### config.mk
export PLATFORM = sky130hd
export DESIGN_NAME = median_select
export DESIGN_NICKNAME = d
export VERILOG_FILES = /design/src/rtl/median_select.sv
export SDC_FILE = /design/constraint.sdc
export NUM_CORES = 1
export LEC_CHECK = 0
export ABC_AREA = 1
export CAP_MARGIN = 20
export CORE_MARGIN = 3
export CORE_UTILIZATION = 57
export DETAILED_ROUTE_END_ITERATION = 8
export PLACE_DENSITY = 0.88
export SLEW_MARGIN = 20
export SYNTH_ARGS = -nofsm -noshare
export SYNTH_HDL_FRONTEND = slang
export SYNTH_SLANG_ARGS = --single-unit
### constraint.sdc
create_clock -name clk -period 7.4 [get_ports clk]
set_input_delay 1.48 -clock clk [delete_from_list [all_inputs] [get_ports clk]]
set_output_delay 1.48 -clock clk [all_outputs]
set_load 0.05 [all_outputs]
### src/rtl/median_select.sv
// median_select: iterative quickselect controller. Each pass receives the
// partition counts/extremes for the current pivot, decides which side
// holds the median, and either finishes or requests another pass.
module median_select #(
  parameter int BUFF_SIZE     = 32,
  parameter int BUFF_SIZE_BIT = $clog2(BUFF_SIZE) + 1
) (
  input  logic                     clk,
  input  logic                     rst,
  input  logic                     start,
  input  logic [BUFF_SIZE_BIT-1:0] win_size,
  input  logic [7:0]               init_pivot,
  input  logic                     fill_done,
  input  logic [BUFF_SIZE_BIT-1:0] lower_size,
  input  logic [BUFF_SIZE_BIT-1:0] equal_size,
  input  logic [BUFF_SIZE_BIT-1:0] larger_size,
  input  logic [7:0]               min_lower,
  input  logic [7:0]               max_lower,
  input  logic [7:0]               min_larger,
  input  logic [7:0]               max_larger,
  output logic [7:0]               pivot,
  output logic [BUFF_SIZE_BIT-1:0] buff_size,
  output logic                     send_req,
  output logic                     sending,
  output logic [7:0]               median,
  output logic                     median_valid,
  input  logic                     median_ready,
  output logic                     busy
);

  typedef enum logic [2:0] {
    S_IDLE, S_WAIT_FILL, S_DECIDE, S_REQ, S_OUT
  } state_t;

  state_t                   state_q, state_d;
  logic [7:0]               pivot_q, pivot_d;
  logic [BUFF_SIZE_BIT-1:0] buff_q, buff_d;
  logic [BUFF_SIZE_BIT-1:0] k_q, k_d;
  logic [7:0]               median_q, median_d;

  // partition results captured when the fill completes
  logic [BUFF_SIZE_BIT-1:0] lsz_q, esz_q, gsz_q;
  logic [7:0]               minl_q, maxl_q, ming_q, maxg_q;

  logic [BUFF_SIZE_BIT-1:0] le_sum;
  logic                     go_lower, hit;
  logic [7:0]               t_min, t_max, mid;
  logic [8:0]               mid_sum;

  // decision datapath: L+E cannot exceed buff_size, so no wider sum needed
  assign le_sum   = lsz_q + esz_q;
  assign go_lower = (k_q < lsz_q);
  assign hit      = !go_lower && (k_q < le_sum);
  assign t_min    = go_lower ? minl_q : ming_q;
  assign t_max    = go_lower ? maxl_q : maxg_q;
  // rounding up keeps min < new pivot <= max, so the range always shrinks
  assign mid_sum  = {1'b0, t_min} + {1'b0, t_max} + 9'd1;
  assign mid      = 8'(mid_sum >> 1);

  // next-state and datapath update
  always_comb begin
    state_d  = state_q;
    pivot_d  = pivot_q;
    buff_d   = buff_q;
    k_d      = k_q;
    median_d = median_q;
    case (state_q)
      S_IDLE: if (start) begin
        pivot_d = init_pivot;
        buff_d  = win_size;
        k_d     = (win_size - BUFF_SIZE_BIT'(1)) >> 1;
        state_d = S_WAIT_FILL;
      end
      S_WAIT_FILL: if (fill_done) state_d = S_DECIDE;
      S_DECIDE: begin
        if (hit) begin
          median_d = pivot_q;
          state_d  = S_OUT;
        end else begin
          if (go_lower) begin
            buff_d = lsz_q;
          end else begin
            buff_d = gsz_q;
            k_d    = k_q - le_sum;
          end
          if (t_min == t_max) begin
            median_d = t_min;
            state_d  = S_OUT;
          end else begin
            pivot_d = mid;
            state_d = S_REQ;
          end
        end
      end
      S_REQ: state_d = S_WAIT_FILL;
      S_OUT: if (median_ready) state_d = S_IDLE;
      default: state_d = S_IDLE;
    endcase
  end

  // state and datapath registers
  always_ff @(posedge clk or posedge rst) begin
    if (rst) begin
      state_q  <= S_IDLE;
      pivot_q  <= '0;
      buff_q   <= '0;
      k_q      <= '0;
      median_q <= '0;
    end else begin
      state_q  <= state_d;
      pivot_q  <= pivot_d;
      buff_q   <= buff_d;
      k_q      <= k_d;
      median_q <= median_d;
    end
  end

  // capture partition results on the accepted fill_done
  always_ff @(posedge clk or posedge rst) begin
    if (rst) begin
      lsz_q  <= '0;
      esz_q  <= '0;
      gsz_q  <= '0;
      minl_q <= '0;
      maxl_q <= '0;
      ming_q <= '0;
      maxg_q <= '0;
    end else if (state_q == S_WAIT_FILL && fill_done) begin
      lsz_q  <= lower_size;
      esz_q  <= equal_size;
      gsz_q  <= larger_size;
      minl_q <= min_lower;
      maxl_q <= max_lower;
      ming_q <= min_larger;
      maxg_q <= max_larger;
    end
  end

  assign pivot        = pivot_q;
  assign buff_size    = buff_q;
  assign median       = median_q;
  assign send_req     = (state_q == S_REQ);
  assign sending      = (state_q == S_DECIDE) || (state_q == S_REQ);
  assign median_valid = (state_q == S_OUT);
  assign busy         = (state_q != S_IDLE);

endmodule

-- Yosys cells after proc, flatten, opt, wreduce, memory -nomap -nowiden
Index checks and enable logic that the tools add are counted.
- register bits: 81
- input port bits: 69
- output and inout port bits: 26
- add/sub/neg operators: 5
- $lt $le $gt $ge: 2
- equal/unequal tests: 11
- mux-type cells: 22
- reduce and logical (&&, ||, !) cells: 13
- operator list (kind ; number):
    2-to-1 mux 8 bit ; 7
    2-to-1 mux 6 bit ; 6
    case mux 6 bit (2 select lines) ; 2
    case mux 8 bit (2 select lines) ; 1
    2-to-1 mux 3 bit ; 5
    case mux 3 bit (5 select lines) ; 1
    less-than comparator 6 bit ; 2
    inequality test 2 bit (second input constant) ; 5
    adder 8 x 8 -> 9 bit ; 1
    adder 9 x 1 -> 9 bit (second input constant) ; 1
    equality test 8 bit ; 1
    AND reduction 4 bit ; 2
    adder 6 bit ; 1
    equality test 3 x 2 -> 1 bit (second input constant) ; 2
    AND reduction 3 bit ; 2
    subtractor 6 x 1 -> 6 bit (second input constant) ; 1
    subtractor 6 bit ; 1
    nonzero test 2 bit ; 2
    equality test 3 x 1 -> 1 bit (second input constant) ; 1
    equality test 3 bit (second input constant) ; 1
    logical NOT 3 bit ; 1
    nonzero test 3 bit ; 1
    logical AND 1 bit ; 2
    inequality test 2 x 1 -> 1 bit (second input constant) ; 1
    3 further kinds ; 3

-- Longest topological paths before layout
- word-level depth: 7
- mapped depth: 20

-- Worst setup path before layout
OpenSTA, ideal clock, no wires.
- path kind: reg2out
- start: register state_q[0]
- end: output median_valid
- arrival time: 1.574 ns
- required time: 5.920 ns
- path slack: 4.346 ns
- stages on the path, launching flop included: 2
- cell sequence: dfrtp_1 nor3_1
- longest elaborated chain between the ends: 1
- RTL lines (what ; RTL line ; source):
    from (decl) ; 35 ; state_t state_q, state_d;
    from (signal assigned) ; 110 ; state_q <= state_d;
    equality test 3 bit ; 144 ; assign median_valid = (state_q == S_OUT);
    to (decl) ; 26 ; output logic median_valid,
No other way between the ends.

-- Final worst setup path
- start: register state_q[2]
- end: output median_valid
The elaborated chain is that of the path after synthesis.

==> impl_metrics.json <==
{
  "status": "finished clean",
  "drt_pass1_iterations": 5,
  "grt_pass1_wl_mm": 20.0,
  "post-route-drc-count": 0,
  "first_iter_violations": 303,
  "cts_tree": "done",
  "fin_crit_ns": 3.42,
  "antenna_found_initial": 0,
  "die_h_um": 99.8,
  "grt-ovfl-total": 0,
  "grt_pass1_vias": 4237,
  "htree_levels": 3,
  "vias": 4356,
  "clk_latency_ns": 0.35,
  "nNetsFinal": 801,
  "place.port_buffers": 94,
  "core_mm2": 0.00838,
  "slew_viol_final": 0,
  "place_congestion": 0.923,
  "hpwlAfterDp_mm": 9.35,
  "track_usage_pct": 25.1,
  "cts_hold_buf": 0,
  "ys.warnings.count": 0,
  "io_pins": 95,
  "synth_fp_nets": 711,
  "diodes": 0,
  "synth.ff_latch_count": 81,
  "setup_viol_count_final": 0,
  "initial_utilization_pct": 59.8,
  "syn_inst": 614,
  "cts_root_buffer": "clkbuf_8",
  "critical_path_arrival_ns": 1.94,
  "clockBufferDepth": 2,
  "hold_viol_final": 0,
  "grt_max_degree": 82,
  "syn_area_mm2": 0.00501,
  "final_cell_mix": "nand2_1 (167), clkdlybuf4s50_1 (94), dfrtp_1 (81)",
  "syn_to_final_growth_pct": 23.6,
  "synth_cell_types": 44,
  "fin_crit_sh_pct": 46.3,
  "crit_path_start_kind": "flip-flop",
  "vdd_drop_max_v": 0.000219,
  "synth_area_per_cell_um2": 8.16,
  "die_x_um": 99.8,
  "fin_skew_ns": 0.00856,
  "seq_area_frac_synth_pct": 40.4,
  "relSlewSlack_pct": 46.3,
  "setup-tns-final_ns": 0,
  "postRouteAntennaNets": 0,
  "grt_setup_unrepaired": "no",
  "hold_path.class": "flip-flop to flip-flop",
  "crit_required_ns": 5.92,
  "setup_ws_ns": 3.98,
  "via_per_inst": 5.35,
  "cts_made_buffers": 9,
  "power.leakage_nw": 3.16,
  "dp_slack_ns": 4.06,
  "cts_resized": 0,
  "clkSinkCount": 81,
  "layout_commonest_cell": "nand2_1",
  "clk_pin_slew_ns": 0.09,
  "fillers": 627,
  "endpoint_kind": "output pin",
  "cts_setup_buffers": 0,
  "p_per_area_mw_per_mm2": 539,
  "drive_gt1_share_pct": 11.4,
  "die_area_mm2": 0.00995,
  "fmax_mhz": 292,
  "rows": 33,
  "routedWlPerCell_um": 14.8,
  "tightestPinTransition_ns": 0.806,
  "criticalPathCategory": "flip-flop to output pin",
  "wirelength_mm": 12.1,
  "cp_max_fo": 4,
  "cap_viol_max_count": 0
}
## cells in the mapped netlist, drive strengths merged
master | count | area, um2
ha | 25 | 313
nand4 | 1 | 6.26
o21ai | 14 | 108
fa | 3 | 60.1
a31oi | 1 | 6.26
mux2 | 25 | 282
nor2 | 43 | 179
nand3 | 62 | 353
nand2 | 187 | 777
and2 | 6 | 37.5
o221ai | 1 | 8.76
nor3 | 3 | 20.0
a211oi | 1 | 7.51
mux2i | 4 | 40.0
xor2 | 7 | 61.3
nor3b | 1 | 7.51
a21o | 1 | 8.76
or2 | 2 | 12.5
dfrtp | 81 | 2030
nand3b | 3 | 22.5
buf | 14 | 104
a21boi | 1 | 7.51
a21oi | 41 | 216
inv | 80 | 305
xnor2 | 3 | 26.3
clkbuf | 4 | 15.0
## final cells by class
class                   instances  area (um2)  area share (%)
repair buffers                 97         983            15.9
clock inverters                 7        62.6            1.01
flip-flops and latches         81        2030            32.7
multi-input cells             435        2560            41.3
inverters                      80         305            4.93
well taps                     105         131            2.12
clock buffers                   9         124            2.00
## where the power goes
part	internal, mW	leakage [nW]	switching, mW	total (mW)
logic	0.818	2.12	1.42	2.24
registers	0.653	0.949	0.136	0.789
clock network	0.128	0.0923	0.180	0.309
total	1.60	3.16	1.74	3.34
## cell families (layout without fill, tap and decap cells)
| group | after synthesis | count (layout) | synth area share, % |
|---|---|---|---|
| flip-flops | 81 | 81 | 40.4 |
| adder cells (fa/ha/maj) | 28 | 28 | 7.44 |
| XOR/XNOR | 10 | 10 | 1.75 |
| multiplexers | 29 | 29 | 6.42 |
| AND/OR/NAND/NOR | 308 | 308 | 28.2 |
| buffers and inverters | 98 | 193 | 8.46 |
| AO/OA/AOI/OAI | 60 | 60 | 7.24 |
## routing by layer
| layer | GRT usage [%] | routed length [um] |
|---|---|---|
| met1 | 35.1 | 5330 |
| met2 | 40.7 | 5930 |
| met3 | 3.09 | 622 |
| met4 | 7.88 | 201 |
| met5 | 0 | 0 |
## worst max-delay path, cell delays in order, from the launching register on
cell	delay (ns)
dfrtp_1	0.45
inv_1	0.08
nor3_1	0.21
clkdlybuf4s50_1	0.85
## registers in the layout, indices dropped and copies added, names as in the netlist
register and count:
maxl_q 8, minl_q 8, buff_size 6, median 8, gsz_q 6, esz_q 6, pivot 8, maxg_q 8
lsz_q 6, ming_q 8, k_q 6, state_q 3
## path summary, 6_finish.rpt
check	start	to	slack [ns]	depth (start not counted)
min in group asynchronous	rst	ming_q[3]$_DFFE_PP0P_	1.52	3
hold / removal	median[1]$_DFFE_PP0P_	median[1]$_DFFE_PP0P_	0.50	2
setup / recovery	state_q[2]$_DFFE_PP0P_	median_valid	3.98	3
hold reg to reg	median[1]$_DFFE_PP0P_	median[1]$_DFFE_PP0P_	0.50	2
setup reg to reg	lsz_q[5]$_DFFE_PP0P_	pivot[4]$_DFFE_PP0P_	4.01	17
max in group asynchronous	rst	pivot[7]$_DFFE_PP0P_	5.31	4
## metrics by stage
step | hold WS (ns) | instance area, um2 | std cells | utilization (%) | power (mW)
2_1_floorplan | 0.460 | 5010 | 614 | - | 2.50
3_3_place_gp | 0.465 | 5980 | 797 | 71.3 | 2.92
3_5_place_dp | 0.473 | 5980 | 797 | 71.3 | 3.01
4_1_cts | 0.495 | 6170 | 813 | 73.6 | 3.33
5_1_grt | 0.522 | 6190 | 814 | 73.9 | 3.64
6_report | 0.496 | 6190 | 814 | 73.9 | 3.34
Power figures use the tool's default switching activity.
